File: src/rtl/counter_updown_param.sv
// counter_updown_param
// Parametrised up/down counter with a run-time terminal value (limit),
// synchronous parallel load, count enable and selectable wrap/saturate mode.
// carry and borrow are registered one-cycle pulses so that counters can be
// cascaded or drive event logic. Legal count range is 0..limit.

module counter_updown_param #(
    parameter int WIDTH     = 8,
    parameter int RESET_VAL = 0
) (
    input  logic             clk,
    input  logic             reset,
    input  logic             en,
    input  logic             dir,
    input  logic             sat,
    input  logic [WIDTH-1:0] limit,
    input  logic             load,
    input  logic [WIDTH-1:0] load_val,
    output logic [WIDTH-1:0] count,
    output logic             at_max,
    output logic             at_min,
    output logic             carry,
    output logic             borrow
);

    localparam logic [WIDTH-1:0] RESET_COUNT = WIDTH'(RESET_VAL);
    localparam logic [WIDTH-1:0] ONE         = WIDTH'(1);

    logic [WIDTH-1:0] next_count;
    logic             next_carry;
    logic             next_borrow;

    // Next-state logic: load beats enable, and the top/bottom cases are
    // handled explicitly so no increment or decrement ever overflows.
    always_comb begin
        next_count  = count;
        next_carry  = 1'b0;
        next_borrow = 1'b0;
        if (load) begin
            next_count = (load_val > limit) ? limit : load_val;
        end else if (en) begin
            if (dir) begin
                if (count < limit) begin
                    next_count = count + ONE;
                end else begin
                    next_count = sat ? limit : '0;
                    next_carry = 1'b1;
                end
            end else begin
                if (count > limit) begin
                    next_count = limit;
                end else if (count != '0) begin
                    next_count = count - ONE;
                end else begin
                    next_count  = sat ? '0 : limit;
                    next_borrow = 1'b1;
                end
            end
        end
    end

    // Count and pulse registers; reset wins over everything and clears any pending pulse.
    always_ff @(posedge clk) begin
        if (reset) begin
            count  <= RESET_COUNT;
            carry  <= 1'b0;
            borrow <= 1'b0;
        end else begin
            count  <= next_count;
            carry  <= next_carry;
            borrow <= next_borrow;
        end
    end

    // Terminal flags follow count and limit with no register delay.
    always_comb begin
        at_max = (count >= limit);
        at_min = (count == '0);
    end

endmodule
File: config.mk
export PLATFORM = sky130hd
export DESIGN_NAME = counter_updown_param
export DESIGN_NICKNAME = d
export VERILOG_FILES = /design/src/rtl/counter_updown_param.sv
export SDC_FILE = /design/constraint.sdc
export NUM_CORES = 1
export LEC_CHECK = 0
export CAP_MARGIN = 15
export CORE_ASPECT_RATIO = 0.75
export CORE_UTILIZATION = 40
export DETAILED_ROUTE_END_ITERATION = 7
export HOLD_SLACK_MARGIN = 0.08
export PLACE_DENSITY = 0.72
export SKIP_LAST_GASP = 1
export SLEW_MARGIN = 10
export SYNTH_ARGS = -nofsm -noshare
export SYNTH_HDL_FRONTEND = slang
export SYNTH_SLANG_ARGS = --single-unit
File: constraint.sdc
create_clock -name clk -period 2.2 [get_ports clk]
set_input_delay 0.44 -clock clk [delete_from_list [all_inputs] [get_ports clk]]
set_output_delay 0.44 -clock clk [all_outputs]
set_load 0.02 [all_outputs]
[Word level (Yosys, flattened, before mapping)]
Index checks and enable logic that the tools add are counted.
Operators by class
  order comparisons: 4
  mux-type cells: 11
  add/subtract/negate cells: 2
  bitwise gates (word level): 2
  reductions and logical operators: 5
Operators with widths (count)
  $mux W8: 9
  $gt A8 B8 Y1: 2
  $add A8 B1 Y8 const B: 1
  $ge A8 B8 Y1: 1
  $logic_not A8 Y1: 1
  $lt A8 B8 Y1: 1
  $reduce_bool A8 Y1: 1
  $sub A8 B1 Y8 const B: 1
  $reduce_or A5 Y1: 1
  $reduce_or A4 Y1: 1
  $mux W1: 2
  $not A1 Y1: 2
  $reduce_bool A2 Y1: 1
Word-level totals
  output and inout port bits: 12
  input port bits: 22
  register bits after elaboration: 10

[Logic depth before layout (Yosys ltp)]
  depth after elaboration: 6
  mapped depth: 11
  mapped depth without buffers: 9

[Least setup slack after synthesis]
OpenSTA, ideal clock, no wires.
  path type: flip-flop to output port
  start point: register count[1]
  end point: output port at_max
  path buffers: 1
  data arrival time: 1.940 ns
  stages on the path, launching flop included: 8
  slack: -0.180 ns
  path through: dfxtp_1 > ha_1 > nor2b_1 > o211ai_1 > a21oi_1 > nor2_1 > buf_2 > nand2_1
Between the ends
  cells in the longest elaborated chain, start to end: 1
RTL lines
  start: declaration: RTL line 19  | output logic [WIDTH-1:0] count,
  start signal: assignment: RTL line 69  | count <= next_count;
  $ge A8 B8 Y1: RTL line 77  | at_max = (count >= limit);
  end: declaration: RTL line 20  | output logic at_max,
No other way between the ends.

[Worst setup path in the final report]
  start point: input port limit[7]
  end point: register count[2]
Between the ends
  cells in the longest elaborated chain, start to end: 5
  elaborated cells between the ends (all ways): 9
  classes of those cells: order compare: 3; mux: 6
RTL lines
  start: declaration: RTL line 16  | input logic [WIDTH-1:0] limit,
  $gt A8 B8 Y1 or $lt A8 B8 Y1 (tied branches): RTL line 50, 43
  $mux W8, on equally long branches: RTL line 50, 43
  $mux W8: RTL line 42  | if (dir) begin
  $mux W8: RTL line 41  | end else if (en) begin
  $mux W8 *: RTL line 39  | if (load) begin
Mark *: on every way between the ends. The rest lies on a longest branch, timed or not. The select of a mux whose other input is x is not followed.
A chain may end at the register's enable or synchronous reset.

==> impl_metrics.json <==
{
  "area_growth_pct": 86.0,
  "max_freq_mhz": 442,
  "vdd.ir_drop.worst_mv": 0.289,
  "worstSetupPathType": "input pin to flip-flop",
  "clkTransAtPathRegs_ps": 60,
  "grt_pass1_vias": 1872,
  "layout_min_cycle_time_ps": 2260,
  "drive_gt1_frac": 0.476,
  "initial_utilization": 0.428,
  "dr.pass1.iters": 6,
  "reg2reg_slack_ps": -40,
  "die_h_um": 54.1,
  "arrival_ps": 2370,
  "synthDistinctLibCells": 47,
  "status": "complete, but fails checks",
  "grt_pass1_wl_um": 9110,
  "path_buf_inv": 6,
  "rr_worst_depth": 11,
  "min_to": "count[4]",
  "hp-class": "input pin to flip-flop",
  "timing.critical_path.mode_cell": "buf_4",
  "hold_start": "limit[4]",
  "io_buffer_count": 33,
  "yosys.area_share.simple": 0.238,
  "slew-limit-headroom": 0.695,
  "vias_per_cell": 6.12,
  "ys_ff_latch": 10,
  "cts_buffers": 3,
  "synth_adder_area_share": 0.164,
  "avgSynthCellArea_um2": 7.65,
  "drv_slew": 0,
  "cp_top_family": "compound AO/OA/AOI/OAI gates",
  "dp_hpwl_um": 4030,
  "grt_usage": 0.320,
  "tightest_slew_ps": 456,
  "synth_compound_area_frac": 0.266,
  "drtIter0Drc": 178,
  "place_inst": 314,
  "cpMaxStageDelayCell": "a211o_1",
  "ys_seq_area_frac": 0.138,
  "cts_tree": "done",
  "cts_htree_levels": 1,
  "hold_viol": 0,
  "dieArea_mm2": 0.00386,
  "nets": 334,
  "antenna_cells": 0,
  "final_cells": 332,
  "dr_wl_met3_um": 546,
  "timing.rr.end": "count[2]",
  "slowest_delay_ps": 280,
  "utilization": 0.796,
  "async_flop_share": 0,
  "synth_top_family_by_area": "compound AO/OA/AOI/OAI gates",
  "wl_per_cell_um": 18.7,
  "synth_xor_area_frac": 0.0484,
  "overflow": 0,
  "p_per_area_mw_per_mm2": 519,
  "clock_path_buffers": 2,
  "met1_length_um": 2560,
  "antenna_found_initial": 0,
  "cellLeakagePower_nw": 1.16,
  "placed_area_mm2": 0.00226,
  "syn_nets": 230,
  "cp_max_fo": 5,
  "die_x_um": 71.4,
  "cts_root_buf": "clkbuf_8",
  "cp-end-kind": "flip-flop",
  "cp.required_ps": 2310,
  "r2r-start": "count[4]",
  "gp_congestion": 0.972,
  "synth_edf_count": 0,
  "synth.most_common_cell": "ha_1",
  "grt_max_degree": 13,
  "ios": 34,
  "synthCells": 189,
  "synth.area.mux_share": 0.0891,
  "hold_path_depth": 4,
  "wirelength_um": 6220,
  "yosys.area.top_type": "ha_1",
  "cts_sinks": 10,
  "setup-violations-final": 5,
  "start_kind": "input pin",
  "failed_checks": "negative setup slack",
  "skew_ps": 6.25,
  "ant_nets": 0,
  "placeableCoreArea_mm2": 0.00338,
  "top_layer": "met4",
  "fin_area_mm2": 0.00269,
  "synthTopCellsByArea": "ha_1, dfxtp_1, mux2_2, a21oi_1, inv_1",
  "worst_slack_ps": -62.9,
  "vias": 2032,
  "synth.top_cell.area_share": 0.164,
  "synth_area_mm2": 0.00145,
  "post_synth_most_frequent_cells": "ha_1, inv_1, a21oi_1, nand2_1",
  "finalPower_mw": 1.39,
  "ys.flop_type": "dfxtp_1",
  "drcViolationCount": 0,
  "rsz0062_at_grt": "yes",
  "yosysWarnings": 0,
  "rows": 18,
  "path_cells": "buf_8 > inv_4 > buf_4 > ha_4 > nand4_1 > buf_4 > buf_4 > a211o_1 > nand2_2 > nor2_4 > buf_4 > a22oi_1 > o22ai_1",
  "n_fill_cell": 226,
  "dr_wl_met2_um": 2940,
  "final.period_utilization": 1.03,
  "maxCapViolCount": 0,
  "clk_latency_ps": 250
}
placed cells by master, fill, tap and decap left out, drive strengths merged, types with 6 or more instances in the layout:
master	instances
nor3	7
nor2	11
clkbuf	6
mux2	7
clkdlybuf4s50	15
o21ai	10
a21oi	12
nand2	12
dfxtp	10
ha	19
inv	15
buf	82
nand3	12
final cells by class:
class / instances / area, um2 / share of cell area
Sequential cell: 10 / 201 / 0.0749
Inverter: 15 / 66.3 / 0.0247
Multi-Input combinational cell: 158 / 1410 / 0.525
Timing Repair Buffer: 105 / 905 / 0.336
Tap cell: 40 / 50.0 / 0.0186
Clock buffer: 4 / 55.1 / 0.0205
through the flow:
| stage | setup TNS [ps] | hold slack [ps] | setup WS (ps) |
|---|---|---|---|
| floorplan | -22.5 | 589 | -22.5 |
| global placement | -7030 | 652 | -774 |
| detailed placement | -7690 | 665 | -857 |
| CTS | 0 | 535 | 0.724 |
| global route | -595 | 548 | -115 |
| finish | -191 | 542 | -62.9 |
worst min-delay path, delay by kind of cell:
| kind | cells | cell delay, ps |
|---|---|---|
| compound gates | 2 | 140 |
| buf+inv | 2 | 180 |
worst max-delay path by stage:
stage | start | endpoint | depth (start not counted)
global placement | limit[1] | at_max | 9
detailed placement | limit[1] | count[6] | 12
floorplan | limit[1] | at_max | 8
global route | limit[6] | count[1] | 12
finish | limit[7] | count[2] | 13
CTS | limit[1] | count[6] | 12
where the power goes:
part	switching [mW]	internal, mW	total, mW
Sequential	0.0180	0.202	0.220
Clock	0.0973	0.159	0.256
Combinational	0.452	0.467	0.919
timing repair:
item,4_1_cts,5_1_grt
hold buffers,0,0
gates resized for setup,91,27
setup endpoints to repair,11,10
pin swaps,15,14
setup buffers,7,7
kinds of logic (layout without fill, tap and decap cells):
logic type / after synthesis / after routing
muxes: 12 / 12
xor gates and xnor gates: 8 / 8
DFF: 10 / 10
AOI/OAI and AO/OA: 55 / 55
and+or+nand+nor: 64 / 64
adders and majority gates: 19 / 19
buffers and inverters: 21 / 124
per-layer routing:
layer	up-vias	GRT usage
met5	-	0
met3	26	0.0637
li1	937	-
met2	126	0.579
met4	0	0.0767
met1	943	0.397
flip-flops by register name, summed over array words and instances (netlist names):
register	flops
carry	1
count	8
borrow	1
Note: power is estimated with default switching activity, not from simulation.
